File: src/rtl/random_draw_ctrl.sv
// Deck-draw controller in front of the 3-bit random source.
// Each draw requests samples from the source and rejects cards that are
// already drawn. After P_MAX_RETRY rejections it takes the lowest free card
// instead, so a full deck of six draws returns every card 0..5 exactly once.
module random_draw_ctrl #(
  parameter int P_RETRY_GAP = 3,
  parameter int P_MAX_RETRY = 4
) (
  input  logic       i_clk,
  input  logic       i_rst_n,
  input  logic       i_draw,
  input  logic       i_clear,
  output logic       o_rng_start,
  input  logic [2:0] i_rng_value,
  output logic       o_valid,
  output logic [2:0] o_value,
  output logic       o_busy,
  output logic [2:0] o_remaining,
  output logic       o_empty,
  output logic       o_fallback
);

  typedef enum logic [2:0] {
    S_IDLE,
    S_REQ,
    S_SAMPLE,
    S_GAP,
    S_FALLBACK
  } state_t;

  // Gap counter is loaded with one less than the gap because S_GAP itself
  // counts as a cycle; the retry limit is compared against its last index.
  localparam logic [3:0] GAP_LOAD   = 4'(P_RETRY_GAP - 1);
  localparam logic [3:0] RETRY_LAST = 4'(P_MAX_RETRY - 1);

  state_t     state, state_nxt;
  logic [5:0] mask, mask_nxt;
  logic [3:0] retry, retry_nxt;
  logic [3:0] gap, gap_nxt;
  logic [2:0] value_nxt;
  logic [2:0] remaining_nxt;
  logic       valid_nxt;
  logic       fallback_nxt;
  logic [2:0] sample;
  logic [2:0] pick;

  // Source values 5, 6 and 7 all map onto card 5.
  function automatic logic [2:0] clamp_card(input logic [2:0] v);
    return (v >= 3'd5) ? 3'd5 : v;
  endfunction

  // Lowest card index whose used bit is still clear.
  function automatic logic [2:0] lowest_free(input logic [5:0] m);
    logic [2:0] r;
    r = 3'd0;
    for (int i = 5; i >= 0; i--) begin
      if (!m[i]) r = 3'(i);
    end
    return r;
  endfunction

  assign sample = clamp_card(i_rng_value);
  assign pick   = (state == S_FALLBACK) ? lowest_free(mask) : sample;

  // State register.
  always_ff @(posedge i_clk or negedge i_rst_n) begin
    if (!i_rst_n) state <= S_IDLE;
    else          state <= state_nxt;
  end

  // Next-state logic plus the next values of the deck, counters and outputs.
  always_comb begin
    state_nxt     = state;
    mask_nxt      = mask;
    retry_nxt     = retry;
    gap_nxt       = gap;
    value_nxt     = o_value;
    remaining_nxt = o_remaining;
    valid_nxt     = 1'b0;
    fallback_nxt  = 1'b0;
    if (i_clear) begin
      state_nxt     = S_IDLE;
      mask_nxt      = 6'b0;
      remaining_nxt = 3'd6;
    end else begin
      case (state)
        S_IDLE: begin
          if (i_draw && !o_empty) begin
            state_nxt = S_REQ;
            retry_nxt = 4'd0;
          end
        end
        S_REQ: state_nxt = S_SAMPLE;
        S_SAMPLE, S_FALLBACK: begin
          if (state == S_FALLBACK || !mask[pick]) begin
            mask_nxt[pick] = 1'b1;
            value_nxt      = pick;
            valid_nxt      = 1'b1;
            fallback_nxt   = (state == S_FALLBACK);
            remaining_nxt  = (o_remaining != 3'd0) ? o_remaining - 3'd1 : 3'd0;
            state_nxt      = S_IDLE;
          end else if (retry < RETRY_LAST) begin
            retry_nxt = retry + 4'd1;
            gap_nxt   = GAP_LOAD;
            state_nxt = S_GAP;
          end else begin
            state_nxt = S_FALLBACK;
          end
        end
        S_GAP: begin
          if (gap == 4'd0) state_nxt = S_REQ;
          else             gap_nxt   = gap - 4'd1;
        end
        default: state_nxt = S_IDLE;
      endcase
    end
  end

  // Deck, counters and registered outputs; flags are derived from next state.
  always_ff @(posedge i_clk or negedge i_rst_n) begin
    if (!i_rst_n) begin
      mask        <= 6'b0;
      retry       <= 4'd0;
      gap         <= 4'd0;
      o_value     <= 3'd0;
      o_valid     <= 1'b0;
      o_fallback  <= 1'b0;
      o_remaining <= 3'd6;
      o_empty     <= 1'b0;
      o_rng_start <= 1'b0;
      o_busy      <= 1'b0;
    end else begin
      mask        <= mask_nxt;
      retry       <= retry_nxt;
      gap         <= gap_nxt;
      o_value     <= value_nxt;
      o_valid     <= valid_nxt;
      o_fallback  <= fallback_nxt;
      o_remaining <= remaining_nxt;
      o_empty     <= (remaining_nxt == 3'd0);
      o_rng_start <= (state_nxt == S_REQ);
      o_busy      <= (state_nxt != S_IDLE);
    end
  end

endmodule

File: config.mk
export PLATFORM = sky130hd
export DESIGN_NAME = random_draw_ctrl
export DESIGN_NICKNAME = d
export VERILOG_FILES = /design/src/rtl/random_draw_ctrl.sv
export SDC_FILE = /design/constraint.sdc
export NUM_CORES = 1
export LEC_CHECK = 0
export ABC_AREA = 1
export BUFFER_PORTS_ARGS = -buffer_cell sky130_fd_sc_hd__buf_2
export CORE_ASPECT_RATIO = 2
export CORE_MARGIN = 4
export CORE_UTILIZATION = 55
export DETAILED_ROUTE_END_ITERATION = 6
export PLACE_DENSITY = 0.84
export REMOVE_ABC_BUFFERS = 1
export SYNTH_ARGS = -nofsm -noshare
export SYNTH_HDL_FRONTEND = slang
export SYNTH_SLANG_ARGS = --single-unit
export TNS_END_PERCENT = 20
File: constraint.sdc
create_clock -name i_clk -period 3.3 [get_ports i_clk]
set_clock_uncertainty 0.2 [all_clocks]
set_input_delay 0.66 -clock i_clk [delete_from_list [all_inputs] [get_ports i_clk]]
set_output_delay 0.66 -clock i_clk [all_outputs]
set_load 0.05 [all_outputs]
== After elaboration in Yosys (flattened, before gate mapping) ==
Index checks and enable logic that the tools add are counted.
Word-level totals
  flip-flop bits (word level): 28
  output and inout port bits: 11
Operators by class
  reduce and logical (&&, ||, !) cells: 19
  muxes and demuxes: 39
  bitwise logic cells: 2
  magnitude comparators: 4
  add/subtract/negate cells: 3
  equal/unequal tests: 9
Operator list (count)
  $mux W3: 17
  $mux W4: 6
  $mux W6: 3
  $pmux W4 S2: 2
  $pmux W3 S4: 1
  $reduce_and A5 Y1: 2
  $mux W1: 8
  $ne A2 B2 Y1 const B: 4
  $reduce_bool A2 Y1: 4
  $eq A3 B1 Y1 const B: 2
  $eq A3 B2 Y1 const B: 2
  $logic_not A3 Y1: 2
  $or A6 B6 Y6: 1
  $reduce_bool A3 Y1: 2
  $add A4 B1 Y4 const B: 1
  $logic_not A4 Y1: 1
  $lt A3 B4 Y1 const B: 1
  $lt A4 B2 Y1 const B: 1
  $sub A4 B1 Y4 const B: 1
  $bmux W1 S3: 1
  $demux W1 S3: 1
  $eq A3 B3 Y1 const B: 1
  $ge A3 B1 Y1 const B: 1
  $ge A3 B3 Y1 const B: 1
  8 further kinds: 10

== Logic depth before layout (Yosys ltp) ==
Gate-level depths: netlist (run 1).
  depth after elaboration: 15
  mapped depth: 18
  depth with buffers taken out: 18

== Worst setup path before layout (run 1) ==
OpenSTA, ideal clock, no wires.
  kind: input to register
  start point: input port i_rng_value[1]
  end point: register gap[2]
  setup time: 0.117 ns
  path slack: 1.161 ns
  arrival: 1.822 ns
  cell stages on the path: 13
  cell sequence: inv_1 -> o21bai_1 -> nand2_2 -> nand3_1 -> nand3_1 -> nand2_1 -> nand3_4 -> nor2_2 -> nand2_2 -> nand2_4 -> nand2_2 -> nand2_1 -> nand2_1
On the way
  longest elaborated chain between the ends: 9
RTL lines
  from (decl): line 14  | input logic [2:0] i_rng_value,
  $ge A3 B3 Y1: line 49  | return (v >= 3'd5) ? 3'd5 : v;
  $mux W3 (*): line 49
  $mux W3 (*): line 63  | assign pick = (state == S_FALLBACK) ? lowest_free(mask) : sample;
  $bmux W1 S3 (*): line 95  | if (state == S_FALLBACK || !mask[pick]) begin
  $mux W1 (implied by the code) (*): line 95
  $logic_not A1 Y1 (*): line 95
  $logic_or A1 B1 Y1 (*): line 95
  $ne A2 B2 Y1 (no line) (*)
  $reduce_and A5 Y1 (no line) (*)
  to (signal assigned): line 135  | gap <= gap_nxt;
  to (decl): line 39  | logic [3:0] gap, gap_nxt;
Every way passes the cells marked *; elsewhere a longest branch is shown, timed or not. The select of a mux whose other input is x is not followed.
A chain may end at the register's enable or synchronous reset.

== Worst setup path after layout (run 1) ==
  start point: register state[1]
  end point: register gap[2]
On the way
  longest elaborated chain between the ends: 8
  elaborated cells between the ends (all ways): 15
RTL lines
  from (decl): line 36  | state_t state, state_nxt;
  from (signal assigned): line 68  | else state <= state_nxt;
  $eq A3 B3 Y1: line 63, 86, 95
  $mux W3: line 63
  $bmux W1 S3: line 95
  $mux W1 (implied by the code): line 95
  $logic_not A1 Y1: line 95
  $logic_or A1 B1 Y1: line 95
  $ne A2 B2 Y1 (no line)
  $reduce_and A5 Y1 (no line)
Several ways; a longest one is shown, not always the timed one. The select of a mux whose other input is x is not followed.

==> impl_metrics.env, run 1 <==
export IMPL_outcome="finished clean"
export IMPL_maxCapViolCount=0
export IMPL_setup_viol=0
export IMPL_fmax_mhz=440
export IMPL_power_uw=827
export IMPL_rsz0062_at_grt="no"
export IMPL_ios=18
export IMPL_vias=1331
export IMPL_place_ws_ps=867
export IMPL_first_pass_iters=6
export IMPL_portBuffers=17
export IMPL_finalHoldViolCount=0
export IMPL_end_kind="flip-flop"
export IMPL_max_clock_path_buffers=2
export IMPL_core_area_um2=2800
export IMPL_tns_ps=0
export IMPL_slew_headroom=0.576
export IMPL_place_gp_congestion=0.872
export IMPL_grt_usage=0.191
export IMPL_seq_area_um2=703
export IMPL_drive_above_1_share=0.247
export IMPL_numCtsBuffers=3
export IMPL_cts_resized=0
export IMPL_grt_max_degree=29
export IMPL_antenna_found_initial=0
export IMPL_fillers=241
export IMPL_gr_total_overflow=0
export IMPL_postRouteAntennaNets=0
export IMPL_final_area_um2=1790
export IMPL_wl_per_cell_um=12.9
export IMPL_crit_required_ps=3280
export IMPL_critPathLaunchType="flip-flop"
export IMPL_setup_ws_ps=1020
export IMPL_drcViolationCount=0
export IMPL_antenna_diode_count=0
export IMPL_p_leak_uw=0.00101
export IMPL_ys_seq_elements=28
export IMPL_via_per_inst=5.37
export IMPL_holdBufCountCts=0
export IMPL_critPathArrivalTime_ps=2250
export IMPL_yosysWarnings=0
export IMPL_min_path_type="in -> async"
export IMPL_hpwl_um=2510
export IMPL_fin_crit_ps=2280
export IMPL_critPathMaxFanout=9
export IMPL_synthesis_area_um2=1620
export IMPL_multiInputGateArea_um2=763
export IMPL_cts_tree="yes"
export IMPL_syn_avg_cell_area_um2=8.10
export IMPL_die_h_um=84.8
export IMPL_cts_htree_levels=1
export IMPL_path_class="reg -> reg"
export IMPL_yosysTopAreaCell="dfrtp_1"
export IMPL_rows=27
export IMPL_clkLatencyLatePin_ps=280
export IMPL_die_w_um=46.4
export IMPL_grt_pass1_wl_um=5660
export IMPL_die_area_um2=3930
export IMPL_clock_root_buffer="clkbuf_8"
export IMPL_rr_worst_depth=14
export IMPL_drt_iter0_drc=40
export IMPL_worst_slew_pin_slew_ps=636
export IMPL_synth_top_area_frac=0.402
export IMPL_start_util=0.578
export IMPL_syn_to_final_growth_pct=10.3
export IMPL_synth_cells=200
export IMPL_cts_sinks=28
export IMPL_grt_pass1_vias=1427
export IMPL_vdd_ir_drop_max_mv=0.346
export IMPL_routed_wl_um=3190
export IMPL_yosysSeqAreaShare=0.434
export IMPL_post_cts_buffers=0
export IMPL_yosysUniqueCellTypes=31
export IMPL_period_share=0.689
export IMPL_p_per_area_nw_per_um2=462
export IMPL_clk_pin_slew_ps=90
export IMPL_slew_violations=0
export IMPL_synth_area_leaders="dfrtp_1 (40%), nand2_1 (10%), inv_1 (7.4%)"
export IMPL_post_dp_cell_area_um2=1730
export IMPL_nets=232
## final timing paths
| kind | to | slack (ps) | startpoint |
|---|---|---|---|
| hold reg to reg | retry[3] | 270 | retry[3] |
| min in group i_clk | retry[3] | 270 | retry[3] |
| setup reg to reg | gap[2] | 1020 | state[1] |
| max in group asynchronous | o_value[0] | 2310 | i_rst_n |
| hold / removal | gap[2] | 180 | i_rst_n |
| setup / recovery | gap[2] | 1020 | state[1] |
## cells in the mapped netlist
cell,instances
a21oi_1,4
a22oi_1,1
buf_2,1
clkbuf_1,1
clkinv_2,3
dfrtp_1,26
dfstp_2,2
ha_1,5
inv_1,32
inv_2,1
inv_4,1
nand2_1,44
nand2_2,9
nand2_4,3
nand3_1,15
nand3_2,3
nand3_4,2
nand3b_1,1
nand4_1,6
nor2_1,16
nor2_2,5
nor2_8,1
nor3_1,3
o2111ai_1,1
o21a_1,1
o21ai_0,5
o21ai_1,2
o21ai_2,2
o21bai_1,1
o22ai_2,1
xnor2_1,2
## final cells by class
type,instances,area share
Inverter,37,0.0812
Sequential cell,28,0.393
Multi-Input combinational cell,133,0.427
Timing Repair Buffer,17,0.0476
Clock buffer,4,0.0308
Tap cell,29,0.0203
## critical path, cell delays in order, from the launching register on
cell	delay [ps]
dfrtp_1	400
inv_1	150
nand3_4	170
o21ai_2	290
nor2_2	100
nand3_1	80
nand2_1	60
clkinv_2	60
nand3_4	110
nor2_2	120
nand2_2	100
nand2_4	130
nand2_2	80
nand2_1	80
nand2_1	50
## power by group
part / total [uW] / switching [uW] / internal (uW)
Combinational: 226 / 160 / 65.8
Clock: 211 / 104 / 107
Sequential: 390 / 16.8 / 373
## metal layers
metal / vias up / global-route usage / share of wire / wire length [um]
met2: 28 / 0.339 / 0.57 / 1830
li1: 669 / - / - / -
met1: 615 / 0.188 / 0.35 / 1110
met4: 0 / 0.124 / 0.056 / 178
met5: - / 0 / 0 / 0
met3: 19 / 0.0258 / 0.024 / 77
## cells by family (layout without fill, tap and decap cells)
logic type      after synthesis  count (layout)  share of synthesized area
simple gates                108             108                      0.350
fa+ha+maj                     5               5                     0.0386
buf+inv                      39              58                     0.0950
compound gates               18              18                     0.0718
xor+xnor                      2               2                     0.0108
flops                        28              28                      0.434
## metrics by stage
step	hold slack (ps)	instances	utilization
after floorplan	164	198	-
after global placement	249	244	0.618
after detailed placement	253	244	0.618
after CTS	205	248	0.638
after global routing	229	248	0.638
final	180	248	0.638
## cells in the final DEF, fill, tap and decap left out, drive strengths merged, types with 2 or more instances in the layout
cell type	instances
o21ai	9
buf	17
xnor2	2
a21oi	4
ha	5
dfstp	2
inv	34
clkbuf	4
nand2	56
dfrtp	26
clkinv	3
nand4	6
nor3	3
nand3	20
nor2	22
## flip-flops by register name, indices dropped and copies added, names as in the netlist
register	cells
gap	4
mask	6
o_busy	1
o_empty	1
o_fallback	1
o_remaining	3
o_rng_start	1
o_valid	1
o_value	3
retry	4
state	3
Note: power is estimated with default switching activity, not from simulation.
==> run 2, diff against run 1 <==
--- a/config.mk
+++ b/config.mk
@@ -5,7 +5,7 @@
 export SDC_FILE = /design/constraint.sdc
 export NUM_CORES = 1
 export LEC_CHECK = 0
-export ABC_AREA = 1
+export ABC_AREA = 0
 export BUFFER_PORTS_ARGS = -buffer_cell sky130_fd_sc_hd__buf_2
 export CORE_ASPECT_RATIO = 2
 export CORE_MARGIN = 4
==> constraint.sdc (replaced) <==
create_clock -name i_clk -period 2.1 [get_ports i_clk]
set_clock_uncertainty 0.2 [all_clocks]
set_input_delay 0.42 -clock i_clk [delete_from_list [all_inputs] [get_ports i_clk]]
set_output_delay 0.42 -clock i_clk [all_outputs]
set_load 0.05 [all_outputs]
==> run 2 against run 1 <==
Against the previous run:
- the run now ends with negative setup slack left
- critical endpoint is now o_empty
- synthesized cell count down 18%
- combinational power rose by 100%
- sequential share of layout area decreased by 6.3 points
- routed wire length up 36%
- count of clock-buffer cells in the layout is 1 lower
==> impl_metrics.env, run 2 <==
export IMPL_grt_pass1_vias=1628
export IMPL_fmax_mhz=370
export IMPL_place_gp_congestion=0.881
export IMPL_nets=233
export IMPL_final_area_um2=2130
export IMPL_synth_top_area_frac=0.407
export IMPL_p_per_area_nw_per_um2=711
export IMPL_syn_avg_cell_area_um2=9.69
export IMPL_ys_seq_elements=28
export IMPL_reg_top3="mask: 6 flops, gap: 4 flops, retry: 4 flops"
export IMPL_min_path_type="in -> reg"
export IMPL_first_pass_iters=4
export IMPL_crit_required_ps=2080
export IMPL_rsz0062_at_grt="yes"
export IMPL_p_leak_uw=0.00104
export IMPL_critPathArrivalTime_ps=2680
export IMPL_slew_violations=0
export IMPL_core_area_um2=2770
export IMPL_die_h_um=84.3
export IMPL_synth_cells=165
export IMPL_syn_to_final_growth_pct=33.3
export IMPL_max_clock_path_buffers=2
export IMPL_synthesis_area_um2=1600
export IMPL_cts_sinks=28
export IMPL_wl_per_cell_um=17.5
export IMPL_setup_ws_ps=-605
export IMPL_clock_root_buffer="clkbuf_8"
export IMPL_path_cells="or3b_4, or3_4, a32oi_2, buf_4, buf_4, a21o_1, a2111oi_2, nand4b_1, nor4b_2"
export IMPL_ys_async_sr_fraction=1.00
export IMPL_drive_above_1_share=0.377
export IMPL_synth_edff_count=0
export IMPL_vias=1531
export IMPL_gr_total_overflow=0
export IMPL_final_common_cell="buf_4"
export IMPL_period_share=1.29
export IMPL_maxCapViolCount=0
export IMPL_setup_viol=24
export IMPL_synth_area_leaders="dfrtp_1 (41%), ha_1 (3.9%), mux2_2 (3.5%)"
export IMPL_tns_ps=-10070
export IMPL_slew_headroom=0.570
export IMPL_antenna_diode_count=0
export IMPL_regMostFlops="mask"
export IMPL_largest_reg_flops=6
export IMPL_yosysMostFrequentCell="dfrtp_1"
export IMPL_slowest_delay_ps=450
export IMPL_grt_pass1_wl_um=7230
export IMPL_failed_checks="negative setup slack"
export IMPL_grt_usage=0.248
export IMPL_end_kind="flip-flop"
export IMPL_path_class="reg -> reg"
export IMPL_hold_ws_ps=261
export IMPL_yosysUniqueCellTypes=52
export IMPL_drt_iter0_drc=63
export IMPL_post_dp_cell_area_um2=1960
export IMPL_yosysWarnings=0
export IMPL_clk_pin_slew_ps=100
export IMPL_drcViolationCount=0
export IMPL_synthTopCellsByCount="dfrtp_1 (26), nand2_1 (15), nor2_1 (14)"
export IMPL_hpwl_um=3240
export IMPL_via_per_inst=6.15
export IMPL_vdd_ir_drop_max_mv=0.738
export IMPL_grt_max_degree=29
export IMPL_yosysSeqAreaShare=0.440
export IMPL_die_area_um2=3890
export IMPL_ios=18
export IMPL_yosysTopAreaCell="dfrtp_1"
export IMPL_outcome="finished, violations left"
export IMPL_fin_crit_ps=2700
export IMPL_ys_flop_type="dfrtp_1"
export IMPL_cpMostUsedCell="buf_4"
export IMPL_cts_htree_levels=1
export IMPL_postRouteAntennaNets=0
export IMPL_portBuffers=17
export IMPL_critPathMaxFanout=7
export IMPL_numCtsBuffers=3
export IMPL_die_w_um=46.1
export IMPL_start_util=0.577
export IMPL_cts_tree="yes"
export IMPL_clkLatencyLatePin_ps=270
export IMPL_antenna_found_initial=0
export IMPL_crit_path_top_delay_cell="or3b_4"
export IMPL_layout_common_cells="buf_4 (39), dfrtp_1 (26), buf_2 (17)"
export IMPL_critPathLaunchType="flip-flop"
export IMPL_finalHoldViolCount=0
export IMPL_power_uw=1510
export IMPL_worst_slew_pin_slew_ps=645
export IMPL_rows=27
export IMPL_routed_wl_um=4350
## run 2: cell count changes in the layout (fill, tap and decap cells not counted), moves of 5 or more
cell / delta
a41oi_1: +5
nand2_2: -9
buf_4: +39
mux2_2: +5
nand3_1: -13
inv_1: -21
nand2_1: -29
nor2_2: -5
## run 2: cell type report
type / instances / area, um^2
inverters: 11 / 41.3
repair buffers: 59 / 410
multi-input cells: 118 / 868
clock buffers: 3 / 41.3
clock inverters: 1 / 30.0
fillers: 186 / 639
well taps: 29 / 36.3
flip-flops and latches: 28 / 703
## run 2: cell families after synthesis
logic type,count (synthesis),synth area share
and+or+nand+nor,65,0.219
AOI/OAI and AO/OA,40,0.199
DFF,28,0.440
buffers and inverters,19,0.0501
muxes,7,0.0477
adders and majority gates,5,0.0391
xor gates and xnor gates,1,0.00548
## run 2: path summary, 6_finish.rpt
check | depth (start not counted) | endpoint | from | slack (ps)
worst max register to register | 9 | o_empty | state[1] | -600
max in group asynchronous | 2 | gap[3] | i_rst_n | 780
worst min register to register | 1 | o_value[2] | o_value[2] | 320
worst max-delay path | 9 | o_empty | state[1] | -600
worst min-delay path | 2 | mask[0] | i_clear | 260
min in group asynchronous | 2 | mask[0] | i_rst_n | 500
## run 2: stage by stage
| step | setup WS (ps) | util | cells |
|---|---|---|---|
| floorplan | -745 | - | 157 |
| global placement | -560 | 0.707 | 240 |
| detailed placement | -648 | 0.707 | 240 |
| CTS | -550 | 0.761 | 247 |
| global route | -691 | 0.769 | 249 |
| finish | -605 | 0.769 | 249 |
## run 2: routing by layer
layer | global-route usage | wire length [um] | vias up
li1 | - | - | 719
met1 | 0.251 | 1560 | 759
met2 | 0.465 | 2540 | 43
met3 | 0.0279 | 148 | 10
met4 | 0.104 | 90 | 0
met5 | 0 | 0 | -
## run 2: worst max-delay path, delay by kind of cell, from the launching register on
family / cells / cell delay, ps
buf+inv: 2 / 240
simple gates: 4 / 1340
compound gates: 3 / 420
flops: 1 / 410
## run 2: report_power, final
part / switching, uW / internal, uW / total, uW / leakage [uW]
Combinational: 290 / 171 / 461 / 0.000641
Clock: 166 / 255 / 421 / 0.0000357
Sequential: 35.6 / 597 / 632 / 0.000362
Total: 492 / 1020 / 1510 / 0.00104
## run 2: repair_timing
item	CTS	global route
endpoints found under the setup margin	24	24
pin swaps	9	3
endpoints found under the hold margin	26	0
gates resized for setup	12	2
hold buffers	1	0
setup buffers	2	2
